<file path="src/rtl/instruction_queue_if.sv">
// Host byte bus and consumer port of the instruction queue.
// Optional o_timeout exists only when INSTR_QUEUE_TIMEOUT_EN is defined.
interface instruction_queue_if #(
    parameter int DEPTH = 4
);
    localparam int CW = $clog2(DEPTH) + 1;

    logic          i_en;
    logic          i_we;
    logic [7:0]    i_data;
    logic          o_ack;
    logic          i_flush;
    logic [31:0]   o_instruction;
    logic          o_ready;
    logic          i_pop;
    logic          o_full;
    logic [CW-1:0] o_count;
`ifdef INSTR_QUEUE_TIMEOUT_EN
    logic          o_timeout;
`endif

    // Host plus consumer side.
    modport master (
        output i_en, i_we, i_data, i_flush, i_pop,
`ifdef INSTR_QUEUE_TIMEOUT_EN
        input  o_timeout,
`endif
        input  o_ack, o_instruction, o_ready, o_full, o_count
    );

    // Queue side.
    modport slave (
        input  i_en, i_we, i_data, i_flush, i_pop,
`ifdef INSTR_QUEUE_TIMEOUT_EN
        output o_timeout,
`endif
        output o_ack, o_instruction, o_ready, o_full, o_count
    );
endinterface

</file>
<file path="src/rtl/instruction_queue.sv">
// Byte-to-word assembler feeding a first-word-fall-through instruction FIFO.
// Define INSTR_QUEUE_TIMEOUT_EN to discard stale partial words after TIMEOUT_CYCLES.
module instruction_queue #(
    parameter int DEPTH          = 4,
    parameter int TIMEOUT_CYCLES = 255
) (
    input  logic                i_clk,
    input  logic                i_reset_n,
    instruction_queue_if.slave  bus
);
    localparam int PW = $clog2(DEPTH);
    localparam int CW = PW + 1;

    if (DEPTH < 2 || DEPTH > 16 || (DEPTH & (DEPTH - 1)) != 0) begin : g_bad_depth
        $error("instruction_queue: DEPTH must be a power of two in 2..16");
    end
    if (TIMEOUT_CYCLES < 1) begin : g_bad_timeout
        $error("instruction_queue: TIMEOUT_CYCLES must be at least 1");
    end

    typedef enum logic [1:0] {
        B0,
        B1,
        B2,
        B3
    } asm_state_e;

    asm_state_e    state_q;
    logic [23:0]   asm_q;
    logic          ack_q;
    logic          run_meta_q;
    logic          run_q;
    logic [31:0]   mem_q [DEPTH];
    logic [PW-1:0] wptr_q;
    logic [PW-1:0] rptr_q;
    logic [CW-1:0] count_q;
    logic [CW-1:0] count_d;

    logic          full;
    logic          ready;
    logic          stall;
    logic          accept;
    logic          push;
    logic          pop;
    logic [31:0]   push_word;

    assign full      = (count_q == CW'(DEPTH));
    assign ready     = (count_q != '0);
    // Only the word-completing byte can be blocked, and a pop frees its slot.
    assign stall     = (state_q == B3) && full && !bus.i_pop;
    assign accept    = run_q && !bus.i_flush && bus.i_en && bus.i_we && !stall;
    assign push      = accept && (state_q == B3);
    assign pop       = !bus.i_flush && bus.i_pop && ready;
    assign push_word = {bus.i_data, asm_q};

    // Release of reset is seen by the core two edges later, so the first edge accepts nothing.
    always_ff @(posedge i_clk or negedge i_reset_n) begin
        if (!i_reset_n) begin
            run_meta_q <= 1'b0;
            run_q      <= 1'b0;
        end else begin
            run_meta_q <= 1'b1;
            run_q      <= run_meta_q;
        end
    end

`ifdef INSTR_QUEUE_TIMEOUT_EN
    localparam int IW = (TIMEOUT_CYCLES < 2) ? 1 : $clog2(TIMEOUT_CYCLES);

    logic [IW-1:0] idle_q;
    logic          timeout_q;

    // Assembler FSM with idle watchdog on partial words.
    always_ff @(posedge i_clk or negedge i_reset_n) begin
        if (!i_reset_n) begin
            state_q   <= B0;
            asm_q     <= '0;
            ack_q     <= 1'b0;
            idle_q    <= '0;
            timeout_q <= 1'b0;
        end else begin
            ack_q     <= accept;
            timeout_q <= 1'b0;
            if (bus.i_flush) begin
                state_q <= B0;
                idle_q  <= '0;
            end else if (accept) begin
                idle_q <= '0;
                case (state_q)
                    B0: begin
                        asm_q[7:0] <= bus.i_data;
                        state_q    <= B1;
                    end
                    B1: begin
                        asm_q[15:8] <= bus.i_data;
                        state_q     <= B2;
                    end
                    B2: begin
                        asm_q[23:16] <= bus.i_data;
                        state_q      <= B3;
                    end
                    B3: begin
                        state_q <= B0;
                    end
                endcase
            end else if (state_q == B0) begin
                idle_q <= '0;
            end else if (idle_q == IW'(TIMEOUT_CYCLES - 1)) begin
                state_q   <= B0;
                idle_q    <= '0;
                timeout_q <= 1'b1;
            end else begin
                idle_q <= idle_q + 1'b1;
            end
        end
    end

    assign bus.o_timeout = timeout_q;
`else
    // Assembler FSM; a partial word waits for its remaining bytes indefinitely.
    always_ff @(posedge i_clk or negedge i_reset_n) begin
        if (!i_reset_n) begin
            state_q <= B0;
            asm_q   <= '0;
            ack_q   <= 1'b0;
        end else begin
            ack_q <= accept;
            if (bus.i_flush) begin
                state_q <= B0;
            end else if (accept) begin
                case (state_q)
                    B0: begin
                        asm_q[7:0] <= bus.i_data;
                        state_q    <= B1;
                    end
                    B1: begin
                        asm_q[15:8] <= bus.i_data;
                        state_q     <= B2;
                    end
                    B2: begin
                        asm_q[23:16] <= bus.i_data;
                        state_q      <= B3;
                    end
                    B3: begin
                        state_q <= B0;
                    end
                endcase
            end
        end
    end
`endif

    // Entry count follows push and pop together; flush empties the queue.
    always_comb begin
        count_d = count_q;
        if (push && !pop) begin
            count_d = count_q + 1'b1;
        end else if (pop && !push) begin
            count_d = count_q - 1'b1;
        end
    end

    // Queue pointers and count; pointers wrap naturally at a power-of-two depth.
    always_ff @(posedge i_clk or negedge i_reset_n) begin
        if (!i_reset_n) begin
            wptr_q  <= '0;
            rptr_q  <= '0;
            count_q <= '0;
        end else if (bus.i_flush) begin
            wptr_q  <= '0;
            rptr_q  <= '0;
            count_q <= '0;
        end else begin
            if (push) begin
                wptr_q <= wptr_q + 1'b1;
            end
            if (pop) begin
                rptr_q <= rptr_q + 1'b1;
            end
            count_q <= count_d;
        end
    end

    // Storage array, left unreset.
    always_ff @(posedge i_clk) begin
        if (push) begin
            mem_q[wptr_q] <= push_word;
        end
    end

    assign bus.o_ack         = ack_q;
    assign bus.o_instruction = mem_q[rptr_q];
    assign bus.o_ready       = ready;
    assign bus.o_full        = full;
    assign bus.o_count       = count_q;
endmodule

</file>
<file path="src/flat_wrapper.sv">
// flat-port wrapper written by rule: the top's interface ports become plain ports
module instruction_queue_flat 
#(
    parameter int DEPTH          = 4,
    parameter int TIMEOUT_CYCLES = 255
)
  (i_clk, i_reset_n, bus_i_en, bus_i_we, bus_i_data, bus_i_flush, bus_i_pop, bus_o_ack, bus_o_instruction, bus_o_ready, bus_o_full, bus_o_count);
  instruction_queue_if #(.DEPTH(DEPTH)) bus_i ();
  input  logic i_clk;
  input  logic i_reset_n;
  input wire logic [$bits(bus_i.i_en)-1:0] bus_i_en;
  input wire logic [$bits(bus_i.i_we)-1:0] bus_i_we;
  input wire logic [$bits(bus_i.i_data)-1:0] bus_i_data;
  input wire logic [$bits(bus_i.i_flush)-1:0] bus_i_flush;
  input wire logic [$bits(bus_i.i_pop)-1:0] bus_i_pop;
  output wire logic [$bits(bus_i.o_ack)-1:0] bus_o_ack;
  output wire logic [$bits(bus_i.o_instruction)-1:0] bus_o_instruction;
  output wire logic [$bits(bus_i.o_ready)-1:0] bus_o_ready;
  output wire logic [$bits(bus_i.o_full)-1:0] bus_o_full;
  output wire logic [$bits(bus_i.o_count)-1:0] bus_o_count;
  assign bus_i.i_en = bus_i_en;
  assign bus_i.i_we = bus_i_we;
  assign bus_i.i_data = bus_i_data;
  assign bus_i.i_flush = bus_i_flush;
  assign bus_i.i_pop = bus_i_pop;
  assign bus_o_ack = bus_i.o_ack;
  assign bus_o_instruction = bus_i.o_instruction;
  assign bus_o_ready = bus_i.o_ready;
  assign bus_o_full = bus_i.o_full;
  assign bus_o_count = bus_i.o_count;
  instruction_queue #(.DEPTH(DEPTH), .TIMEOUT_CYCLES(TIMEOUT_CYCLES)) u_core (.i_clk(i_clk), .i_reset_n(i_reset_n), .bus(bus_i));
endmodule
</file>
<file path="config.mk">
export PLATFORM = sky130hd
export DESIGN_NAME = instruction_queue_flat
export DESIGN_NICKNAME = d
export VERILOG_FILES = /design/src/rtl/instruction_queue_if.sv /design/src/rtl/instruction_queue.sv /design/src/flat_wrapper.sv
export SDC_FILE = /design/constraint.sdc
export NUM_CORES = 1
export LEC_CHECK = 0
export CELL_PAD_IN_SITES_DETAIL_PLACEMENT = 0
export CELL_PAD_IN_SITES_GLOBAL_PLACEMENT = 1
export CORE_UTILIZATION = 30
export DETAILED_ROUTE_END_ITERATION = 8
export PLACE_DENSITY_LB_ADDON = 0.1
export SYNTH_ARGS = -nofsm -noshare
export SYNTH_HDL_FRONTEND = slang
export SYNTH_SLANG_ARGS = --single-unit
</file>
<file path="constraint.sdc">
create_clock -name i_clk -period 2.1 [get_ports i_clk]
set_input_delay 0.315 -clock i_clk [delete_from_list [all_inputs] [get_ports i_clk]]
set_output_delay 0.315 -clock i_clk [all_outputs]
set_load 0.005 [all_outputs]
</file>
After elaboration in Yosys (flattened, before gate mapping)
Memories as Yosys holds them, arrays and structs flattened.
Cells that the tools add are included.
{ "totals": {"register_bits": 36, "ramBits": 128, "in_bits": 14, "out_inout_bits": 38, "wordCells": 57, "n_memories": 1} }
{ "mem_list": {"columns": ["memory", "words", "word_bits", "rd", "rd_clocked_by_memory_dff", "wr", "line_no", "text"], "rows": [
  ["u_core.mem_q", 4, 32, 1, 0, 1, "instruction_queue.sv:33", "logic [31:0] mem_q [DEPTH];"]
]} }
{ "op_classes": {"n_addsub": 4, "eq_ne": 4, "n_mux": 12, "n_bitwise": 1, "n_reduce_logical": 25} }
{ "op_table": {"columns": ["op", "n"], "rows": [
  ["$mux W2", 6],
  ["$logic_and A1 B1 Y1", 11],
  ["$mux W3", 3],
  ["$reduce_and A3 Y1", 3],
  ["$pmux W2 S4", 1],
  ["$reduce_bool A2 Y1", 3],
  ["$reduce_bool A3 Y1", 2],
  ["$logic_not A1 Y1", 5],
  ["$add A2 B1 Y2 const B", 2],
  ["$eq A2 B2 Y1 const B", 2],
  ["$add A3 B1 Y3 const B", 1],
  ["$eq A3 B3 Y1 const B", 1],
  ["$sub A3 B1 Y3 const B", 1],
  ["$eq A2 B1 Y1 const B", 1],
  ["$logic_not A2 Y1", 1],
  ["$mux W1", 2],
  ["$not A1 Y1", 1]
]} }

Logic depth before layout (Yosys ltp)
{ "depth": {"depth_word": 11, "mapped_depth": 9, "ltp_nobuf": 8} }

Least setup slack after synthesis
Ideal clock, no wire load.
{ "synth_timing": {"path_kind": "register to register", "from": "register u_core.count_q[2], in the netlist u_core.bus.o_count[2]", "to": "memory u_core.mem_q[0][0] (enable)", "setup_time_ns": 0.392, "arrival_ns": 1.951, "t_required_ns": 1.708, "setup_slack_ns": -0.243, "stages_incl_launch_ff": 5, "path_buffers": 1, "period_less_slack_ns": 2.343, "path_cell_list": "dfrtp_1 > nor3b_2 > a311oi_2 > buf_4 > and3_1"} }
{ "synth_via": {"elab_chain_len": 8} }
{ "synth_rtl": {"columns": ["item", "line_no", "text"], "rows": [
  ["from (decl)", "instruction_queue.sv:36", "logic [CW-1:0] count_q;"],
  ["from (signal assigned)", "instruction_queue.sv:180", "count_q <= count_d;"],
  ["$eq A3 B3 Y1", "instruction_queue.sv:47", "assign full = (count_q == CW'(DEPTH));"],
  ["net bus_o_full", "flat_wrapper.sv:19", "output wire logic [$bits(bus_i.o_full)-1:0] bus_o_full;"],
  ["$logic_and A1 B1 Y1 (2 in a row)", "instruction_queue.sv:50", "assign stall = (state_q == B3) && full && !bus.i_pop;"],
  ["$logic_not A1 Y1", "instruction_queue.sv:51", "assign accept = run_q && !bus.i_flush && bus.i_en && bus.i_we && !stall;"],
  ["$logic_and A1 B1 Y1", "instruction_queue.sv:51", null],
  ["net u_core.accept", "instruction_queue.sv:42", "logic accept;"],
  ["$logic_and A1 B1 Y1", "instruction_queue.sv:52", "assign push = accept && (state_q == B3);"],
  ["$mux W1", "instruction_queue.sv:186", "if (push) begin"],
  ["$mux W1 (not written as such)", "instruction_queue.sv:187", "mem_q[wptr_q] <= push_word;"],
  ["to (decl)", "instruction_queue.sv:33", null]
]} }
The timed path passes the listed nets, and every way through them passes these cells.

Final worst setup path
{ "layout_timing": {"from": "register u_core.rptr_q[0]", "to": "output port bus_o_instruction[18]"} }
{ "layout_via": {"elab_chain_len": 1} }
{ "layout_rtl": {"columns": ["item", "line_no", "text"], "rows": [
  ["from (decl)", "instruction_queue.sv:35", "logic [PW-1:0] rptr_q;"],
  ["from (signal assigned)", "instruction_queue.sv:178", "rptr_q <= rptr_q + 1'b1;"],
  ["$mem_v2 Z4 W32", null, null],
  ["to (decl)", "flat_wrapper.sv:17", "output wire logic [$bits(bus_i.o_instruction)-1:0] bus_o_instruction;"]
]} }
No other way between the ends.

==> results.txt <==
Max Cap Viol = 0
Core ar. = 20300 um^2
Ys Warns = 0
Placer Congestion = 0.719
Vias per cell = 4.48
RSZ-0062 raised after global routing = true
N_diodes = 0
Yosys reg bits = 164
Die area = 21300 um^2
Cell variety after synth = 31
Share of the synthesized area in the top cell type = 0.619
Max-slew violation count = 0
Critical Path RT = 1.78 ns
Die width = 146 um
Most used flip-flop cell after synthesis = edfxtp_1
WL final = 12.7 mm
Initial Util = 0.306
Fin Setup TNS = 0 ns
Hold crit path type = reg2reg
Status = finished clean
Kind of critical path = reg2out
Clock Sink Count = 164
Mapped Avg Cell Area = 21.5 um^2
Net Sw Frac = 0.224
Rows = 52
CTS max path bufs = 2
Worst VDD drop = 0.000573 V
Global-route wire length before repair = 20.0 mm
Area Overhead vs Synth = 28.8%
CTS tree = built
Int Pwr = 6.52 mW
NetSw = 1.88 mW
Total design power = 8.40 mW
Final cell count without fillers = 667
Final ANT Viol Nets = 0
Gate power share = 0.136
Clock Latency Late Sink = 0.42 ns
CTS Buf Count = 17
Final worst slack = 0.0198 ns
Register area = 4750 um^2
Synthesized area = 6210 um^2
DRT iter0 DRCs = 113
Clk slew on worst S/H paths = 0.06 ns
Final HPWL DP = 7.69 mm
Initial antenna violation count = 0
Grt ovf = 0
Root buffer cell = clkbuf_16
CP arrival = 1.77 ns
Drt first pass iters = 4
Share of layout cells above drive strength 1 = 0.421
Clk pwr share = 0.417
Vias in the first global route = 3272
Worst Setup End Kind = primary output
Layout Nets = 407
Placed Area = 7380 um^2
Area leader, netlist = edfxtp_1
Synth cell count leaders = edfxtp_1 (128), dfrtp_1 (36), mux4_2 (32), mux2_2 (24), nor2_1 (11)
Multi-input gate area in the final layout = 1410 um^2
GRT Overall Usage = 0.132
Syn_nets = 312
Placed cells = 629
Fin area = 8000 um^2
Fmax = 481 MHz
Fillers = 1883
Final hold vios = 0
Static Leak = 2.93 nW
Setup crit start kind = register
EDFF count, synth = 128
DRC Markers = 0
Die Y = 146 um
Crit-path max FO = 7
Setup WS pre-CTS = -0.241 ns
Final setup viols = 0
Vias post-DR = 2989
Sequential area share after synthesis = 0.764
Top-count cell post-synth = edfxtp_1
Largest net degree at the start of global routing = 33
Layout Skew = 0.00552 ns
Utilization after layout = 0.394
Port buffer count = 51
Clock period minus worst slack = 2.08 ns
Pwr/cell area = 1050 nW/um^2
DR WL/cell = 19.1 um
Seq pwr share = 0.447
Post-synth ARST share = 0.220
Period utilization = 0.991
Main area contributors after synthesis = edfxtp_1 (62%), dfrtp_1 (14%), mux4_2 (12%)
Cells after synthesis = 289
CTS H-tree lvls = 4
Hold WS = 0.354 ns
Num ports = 52
-- worst max-delay path: stages (launching register included) --
cell and delay, ns:
dfrtp_2 0.41, buf_6 0.13, buf_12 0.13, mux4_2 0.52, buf_2 0.15
-- cell type report --
type	instances	share of cell area
Clock inverter	14	0.0292
Multi-Input combinational cell	106	0.176
Sequential cell	164	0.593
Tap cell	270	0.0422
Clock buffer	18	0.0549
Timing Repair Buffer	87	0.101
Inverter	8	0.00375
-- sequential cells by signal (all words and copies together) (netlist names) --
signal / cells
u_core.run_q: 1
u_core.rptr_q: 2
u_core.bus.o_count: 3
u_core.mem_q: 128
u_core.state_q: 2
u_core.run_meta_q: 1
u_core.bus.o_ack: 1
u_core.asm_q: 24
u_core.wptr_q: 2
-- power by group through the flow --
stage / clock network [mW] / logic (mW) / registers [mW]
floorplan: 0 / 0.594 / 3.79
CTS: 3.60 / 1.30 / 3.75
finish: 3.50 / 1.14 / 3.76
global route: 3.74 / 1.26 / 3.77
global placement: 0 / 1.19 / 3.82
detailed placement: 0 / 1.19 / 3.83
-- cell families (layout without fill, tap and decap cells) --
kind of cell,after synthesis,count (layout),share of synthesized area
flops,164,164,0.764
simple gates,26,26,0.0207
xor+xnor,4,4,0.00564
fa+ha+maj,9,9,0.0193
other cells,1,1,0.000604
compound gates,5,5,0.00806
buf+inv,19,127,0.0139
mux,61,61,0.168
-- path summary, 6_finish.rpt --
path,start,end,slack (ns),cells past startpoint
hold / removal,u_core.run_meta_q,u_core.run_q,0.35,0
min in group asynchronous,i_reset_n,u_core.bus.o_count[0],0.37,2
setup reg to reg,u_core.bus.o_count[1],u_core.bus.o_count[2],0.12,7
max in group asynchronous,i_reset_n,u_core.asm_q[16],1.16,3
hold reg to reg,u_core.run_meta_q,u_core.run_q,0.35,0
setup / recovery,u_core.rptr_q[0],bus_o_instruction[18],0.02,4
-- per-layer routing --
layer	global-route usage	up-vias	part of all wire
met5	0	-	0
met4	0.0568	0	0.013
met3	0.0307	15	0.034
met2	0.213	58	0.50
met1	0.171	1579	0.45
li1	-	1337	-
-- repair_timing --
item	CTS	global route
buffers inserted	6	0
gates cloned	2	0
hold buffers	1	0
pin swaps	0	2
hold endpoints to repair	15	0
setup endpoints to repair	33	34
resized for setup	134	6
-- layout by cell type, fill, tap and decap left out, types with 10 or more instances in the layout --
cell and count:
clkbuf_16 17, clkdlybuf4s50_1 16, dfrtp_1 35, edfxtp_1 128
buf_2 32, mux4_2 32, nor2_1 10, mux2_2 24
buf_12 14, buf_4 18
No activity file was read; power rests on OpenSTA's default activity.
